<file path="config.mk">
export PLATFORM = sky130hd
export DESIGN_NAME = mips_mc_core
export DESIGN_NICKNAME = d
export VERILOG_FILES = /design/src/rtl/mips_mc_core.sv
export SDC_FILE = /design/constraint.sdc
export NUM_CORES = 2
export LEC_CHECK = 0
export ABC_CLOCK_PERIOD_IN_PS = 5700
export BUFFER_PORTS_ARGS = -buffer_cell sky130_fd_sc_hd__buf_2
export CAP_MARGIN = 20
export CORE_MARGIN = 4
export CORE_UTILIZATION = 40
export CTS_CLUSTER_DIAMETER = 30
export DETAILED_ROUTE_END_ITERATION = 8
export GPL_ROUTABILITY_DRIVEN = 0
export HOLD_SLACK_MARGIN = 0.15
export PLACE_DENSITY_LB_ADDON = 0.08
export SETUP_SLACK_MARGIN = 0.4
export SLEW_MARGIN = 40
export SYNTH_ARGS = -nofsm -noshare
export SYNTH_HDL_FRONTEND = slang
export SYNTH_SLANG_ARGS = --single-unit
</file>
<file path="constraint.sdc">
create_clock -name clk -period 5.7 [get_ports clk]
set_input_delay 0.285 -clock clk [delete_from_list [all_inputs] [get_ports clk]]
set_output_delay 0.285 -clock clk [all_outputs]
set_load 0.01 [all_outputs]
</file>
<file path="src/rtl/mips_mc_core.sv">
`default_nettype none
// ============================================================================
// Module   : mips_mc_core
// Brief    : Parametrised multicycle core (FSM + datapath), with program load,
//            debug register read, illegal-opcode trap and retired counter.
//            Optional MC_R0_ZERO_EN: R0 hard-wired to zero.
// Revision : 1.0 - initial release
// ============================================================================
module mips_mc_core #(
    parameter  int DW         = 32,
    parameter  int NREGS      = 32,
    parameter  int IMEM_DEPTH = 16,
    parameter  int DMEM_DEPTH = 32,
    localparam int IAW        = $clog2(IMEM_DEPTH),
    localparam int DAW        = $clog2(DMEM_DEPTH),
    localparam int RAW        = $clog2(NREGS)
) (
    input  logic           clk,
    input  logic           resetn,
    input  logic           imem_we,
    input  logic [IAW-1:0] imem_waddr,
    input  logic [31:0]    imem_wdata,
    input  logic [RAW-1:0] dbg_raddr,
    output logic [DW-1:0]  dbg_rdata,
    output logic [IAW-1:0] pc,
    output logic           halted,
    output logic           illegal,
    output logic [31:0]    retired
);

    localparam logic [5:0] OP_ADD  = 6'b000001;
    localparam logic [5:0] OP_SUB  = 6'b000010;
    localparam logic [5:0] OP_AND  = 6'b000100;
    localparam logic [5:0] OP_OR   = 6'b001000;
    localparam logic [5:0] OP_LDR  = 6'b100001;
    localparam logic [5:0] OP_STR  = 6'b100010;
    localparam logic [5:0] OP_LDRI = 6'b100100;
    localparam logic [5:0] OP_JNE  = 6'b111101;
    localparam logic [5:0] OP_JEQ  = 6'b111110;
    localparam logic [5:0] OP_EXIT = 6'b111111;

    typedef enum logic [2:0] {
        S_FETCH  = 3'd0,
        S_DECODE = 3'd1,
        S_EXEC   = 3'd2,
        S_MEM    = 3'd3,
        S_WB     = 3'd4,
        S_HALT   = 3'd5
    } state_t;

    logic [31:0]    imem_q [IMEM_DEPTH];
    logic [DW-1:0]  dmem_q [DMEM_DEPTH];
    logic [DW-1:0]  regs_q [NREGS];

    state_t         state_q, state_d;
    logic [IAW-1:0] pc_q, pc_d;
    logic [31:0]    ir_q, ir_d;
    logic [DW-1:0]  a_q, a_d, b_q, b_d, y_q, y_d, m_q, m_d;
    logic           illegal_q, illegal_d;
    logic [31:0]    retired_q, retired_d;

    logic           rf_we, dm_we;
    logic [RAW-1:0] rf_waddr;
    logic [DW-1:0]  rf_wdata;

    logic [5:0]     op;
    logic [RAW-1:0] rs_idx, rt_idx, rd_idx;
    logic [DW-1:0]  imm_sx;
    logic           is_alu;

    function automatic logic [DW-1:0] rd_reg(input logic [RAW-1:0] idx);
`ifdef MC_R0_ZERO_EN
        rd_reg = (idx == '0) ? '0 : regs_q[idx];
`else
        rd_reg = regs_q[idx];
`endif
    endfunction

    assign op     = ir_q[31:26];
    assign rs_idx = ir_q[21 +: RAW];
    assign rt_idx = ir_q[16 +: RAW];
    assign rd_idx = ir_q[11 +: RAW];
    assign imm_sx = DW'($signed(ir_q[15:0]));
    assign is_alu = (op == OP_ADD) || (op == OP_SUB) || (op == OP_AND) || (op == OP_OR);

    always_comb begin
        state_d   = state_q;
        pc_d      = pc_q;
        ir_d      = ir_q;
        a_d       = a_q;
        b_d       = b_q;
        y_d       = y_q;
        m_d       = m_q;
        illegal_d = illegal_q;
        retired_d = retired_q;
        rf_we     = 1'b0;
        rf_waddr  = rt_idx;
        rf_wdata  = imm_sx;
        dm_we     = 1'b0;
        case (state_q)
            S_FETCH: begin
                ir_d    = imem_q[pc_q];
                pc_d    = pc_q + 1'b1;
                state_d = S_DECODE;
            end
            S_DECODE: begin
                a_d = rd_reg(rs_idx);
                b_d = rd_reg(rt_idx);
                case (op)
                    OP_EXIT: state_d = S_HALT;
                    OP_LDRI: state_d = S_WB;
                    OP_ADD, OP_SUB, OP_AND, OP_OR,
                    OP_LDR, OP_STR, OP_JEQ, OP_JNE: state_d = S_EXEC;
                    default: begin
                        state_d   = S_HALT;
                        illegal_d = 1'b1;
                    end
                endcase
            end
            S_EXEC: begin
                case (op)
                    OP_ADD: begin y_d = a_q + b_q; state_d = S_WB; end
                    OP_SUB: begin y_d = a_q - b_q; state_d = S_WB; end
                    OP_AND: begin y_d = a_q & b_q; state_d = S_WB; end
                    OP_OR:  begin y_d = a_q | b_q; state_d = S_WB; end
                    OP_LDR, OP_STR: begin
                        y_d     = a_q + imm_sx;
                        state_d = S_MEM;
                    end
                    OP_JEQ, OP_JNE: begin
                        // Taken branch replaces the PC+1 computed in FETCH.
                        if ((op == OP_JEQ) ? (a_q == b_q) : (a_q != b_q))
                            pc_d = ir_q[IAW-1:0];
                        retired_d = retired_q + 32'd1;
                        state_d   = S_FETCH;
                    end
                    default: state_d = S_HALT;
                endcase
            end
            S_MEM: begin
                if (op == OP_LDR) begin
                    m_d     = dmem_q[y_q[DAW-1:0]];
                    state_d = S_WB;
                end else begin
                    dm_we     = 1'b1;
                    retired_d = retired_q + 32'd1;
                    state_d   = S_FETCH;
                end
            end
            S_WB: begin
                rf_we     = 1'b1;
                rf_waddr  = is_alu ? rd_idx : rt_idx;
                rf_wdata  = is_alu ? y_q : (op == OP_LDR) ? m_q : imm_sx;
                retired_d = retired_q + 32'd1;
                state_d   = S_FETCH;
            end
            default: state_d = S_HALT;
        endcase
    end

    always_ff @(posedge clk) begin
        if (!resetn) begin
            state_q   <= S_FETCH;
            pc_q      <= '0;
            illegal_q <= 1'b0;
            retired_q <= '0;
        end else begin
            state_q   <= state_d;
            pc_q      <= pc_d;
            illegal_q <= illegal_d;
            retired_q <= retired_d;
        end
        ir_q <= ir_d;
        a_q  <= a_d;
        b_q  <= b_d;
        y_q  <= y_d;
        m_q  <= m_d;
    end

    // Storage writes are suppressed during reset so an aborted instruction leaves no trace.
    always_ff @(posedge clk) begin
        if (imem_we)
            imem_q[imem_waddr] <= imem_wdata;
        if (resetn && dm_we)
            dmem_q[y_q[DAW-1:0]] <= b_q;
`ifdef MC_R0_ZERO_EN
        if (resetn && rf_we && (rf_waddr != '0))
            regs_q[rf_waddr] <= rf_wdata;
`else
        if (resetn && rf_we)
            regs_q[rf_waddr] <= rf_wdata;
`endif
    end

    assign dbg_rdata = rd_reg(dbg_raddr);
    assign pc        = pc_q;
    assign halted    = (state_q == S_HALT);
    assign illegal   = illegal_q;
    assign retired   = retired_q;

endmodule
`default_nettype wire

</file>
==> impl_metrics.yaml <==
worst_setup_path:
  max_stage_delay_ns: 0.56
  critPathKind: "flip-flop to flip-flop"
  crit_required_ns: 6.45
  start_kind: "flip-flop"
  cp-end-kind: "flip-flop"
  path_cells: "xnor2_1 > nand3b_1 > buf_4 > mux2_2 > ha_1 > and3_4 > a221o_1 > a21oi_2 > o21ai_0 > a21oi_1 > o41ai_1 > nand2b_1 > nand4_1"
  arrival_ns: 5.54
  path_max_fanout: 25
  slowest_stage: "o21ai_0"
logic_synthesis:
  yosysTopAreaCellShare_pct: 65.3
  ys_seq_elements: 2760
  synth_edf_count: 2720
  synth_ff_type: "edfxtp_1"
  synth_area_leaders: "edfxtp_1, mux4_2, ha_1"
  syn_area_per_cell_um2: 20.9
  async_reset_ff_share_pct: 0
  synth_cell_types: 76
  synthTopCellsByCount: "edfxtp_1, mux4_2, clkbuf_1, nor2_1, a22oi_1"
  synth_cells: 5990
  yosysMostFrequentCell: "edfxtp_1"
  synth_fp_nets: 6166
  synth_area_um2: 125000
  yosysTopAreaCell: "edfxtp_1"
  ys_warn_count: 0
  ys_seq_area_share_pct: 65.9
timing:
  tightestPinTransition_ns: 1.06
  period_minus_slack_ns: 4.80
  hold_viol: 0
  slew_headroom_pct: 29.6
  setup_violations: 0
  slew_viol_final: 0
  rsz0062_at_grt: "no"
  finClkSkew_ns: 0.0500
  finalCritPeriodShare_pct: 84.2
  max_freq_mhz: 208
  finalSetupTns_ns: 0
routing:
  avgRoutedWirePerCell_um: 34.7
  routedLengthMet1_um: 169000
  vias_per_cell: 6.07
  wl_met3_um: 24500
  detail-route-antenna-nets: 0
  vias: 68700
  wl_met2_um: 189000
  highest_layer: "met5"
  routed_wl_um: 392000
  drcViolationCount: 0
  first_pass_iters: 7
  drt_iter0_markers: 7127
clocking:
  cts_root_buf: "clkbuf_16"
  cts_buffer_depth: 4
  cts_tree: "yes"
  clk_latency_ns: 1.02
  cts.sinks: 2760
  cts.clk_slew.worst_paths_ns: 0.05
  htree_levels: 6
  cts_made_buffers: 615
pwr:
  ir_worst_vdd_mv: 0.354
  p_per_area_nw_per_um2: 518
  fin_total_pwr_mw: 80.4
  p_leak_nw: 50.3
die:
  die_w_um: 567
  core_region_area_um2: 312000
  die_height_um: 567
  placement_rows: 205
  start_util_pct: 40.1
  top_level_ports: 114
  die_area_um2: 322000
status:
  status: "finished, final reports clean"
layout:
  nets: 6839
  drive_above_1_share_pct: 41.7
  ff_latch_area_um2: 82500
  fill_cells: 25100
  syn_to_final_growth_pct: 23.9
  multiInputGateArea_um2: 41500
  design_area_um2: 155000
global_routing:
  grt_usage_pct: 24.1
  grt_pass1_vias: 71500
  grt_pass1_wl_um: 552000
  antenna_found_initial: 12
  grt_max_degree: 114
  grt_overflow: 0
place:
  dpl_cell_area_um2: 133000
  io_buffers: 113
  hpwlAfterDp_um: 224000
hold_path:
  hold_path.class: "input pin to flip-flop"
flow_run:
  max_cap_violations: 0
==> worst paths after layout <==
kind,from,end,slack [ns],depth (start not counted)
setup reg to reg,ir_q[26],y_q[31],0.90,13
hold / removal,imem_wdata[14],imem_q[14][14],0.24,2
setup / recovery,ir_q[26],y_q[31],0.90,13
hold reg to reg,retired[17],retired[17],0.51,2
==> sequential cells by signal (all words and copies together), names as in the netlist <==
register	cells
dmem_q	1024
a_q	32
y_q	32
retired	32
state_q	3
m_q	32
illegal	1
pc	4
imem_q	512
regs_q	1024
ir_q	32
b_q	32
==> critical path: cells and delay by family (launching register included) <==
family | cells | cell delay, ns
adders and majority gates | 1 | 0.35
buffers and inverters | 1 | 0.42
DFF | 1 | 0.48
and+or+nand+nor | 4 | 0.97
AOI/OAI and AO/OA | 5 | 1.67
xor gates and xnor gates | 1 | 0.27
muxes | 1 | 0.38
==> power breakdown <==
group | switching (mW) | total [mW] | internal, mW
Sequential | 0.669 | 25.9 | 25.2
Clock | 11.6 | 35.6 | 24.0
Combinational | 11.2 | 18.9 | 7.68
==> cells in the final DEF (no fill, tap or decap), types with 73 or more instances in the layout <==
cell type and count:
nand2_1 83, mux2_2 113, clkinv_2 96, nor2_1 105, buf_2 108, edfxtp_1 2720, a22oi_1 139, clkbuf_1 86
nor2_4 81, a21oi_1 73, inv_1 100, mux4_2 1376, buf_4 197, clkinv_1 99, ha_1 130, bufinv_16 87
clkbuf_16 622
==> repair_timing <==
action,4_1_cts,5_1_grt
gates resized for setup,0,0
buffers inserted,0,0
hold buffers,60,0
hold endpoints to repair,740,0
==> cell families after synthesis <==
kind of cell	Yosys count	synth area share, %
adders and majority gates	132	1.33
and+or+nand+nor	532	2.12
AOI/OAI and AO/OA	486	2.65
muxes	1495	25.8
DFF	2760	65.9
xor gates and xnor gates	80	0.560
buffers and inverters	505	1.58
==> layer usage <==
metal  up-vias  GRT usage [%]
met3       590           4.21
met4         8           6.37
met2      2647           38.4
li1      27600              -
met5         -              0
met1     37900           34.4
==> cell type report <==
type / count / share of cell area, %
antenna: 8 / 0.0129
clock buffer: 708 / 10.2
clock inverter: 421 / 3.33
inverter: 100 / 0.242
multi-input combinational: 2725 / 26.8
sequential: 2760 / 53.2
tap: 4140 / 3.34
timing repair buffer: 461 / 2.82
==> per-stage QoR <==
stage | utilization, % | setup slack (ns) | instances | hold slack (ns)
finish | 49.8 | 0.902 | 11300 | 0.235
global route | 49.7 | 0.619 | 11300 | 0.186
CTS | 49.7 | 1.07 | 11300 | 0.150
detailed placement | 42.8 | 1.10 | 10100 | 0.513
global placement | 42.6 | 1.06 | 10100 | 0.512
floorplan | - | 1.50 | 5990 | 0.384
Power figures use the tool's default switching activity.
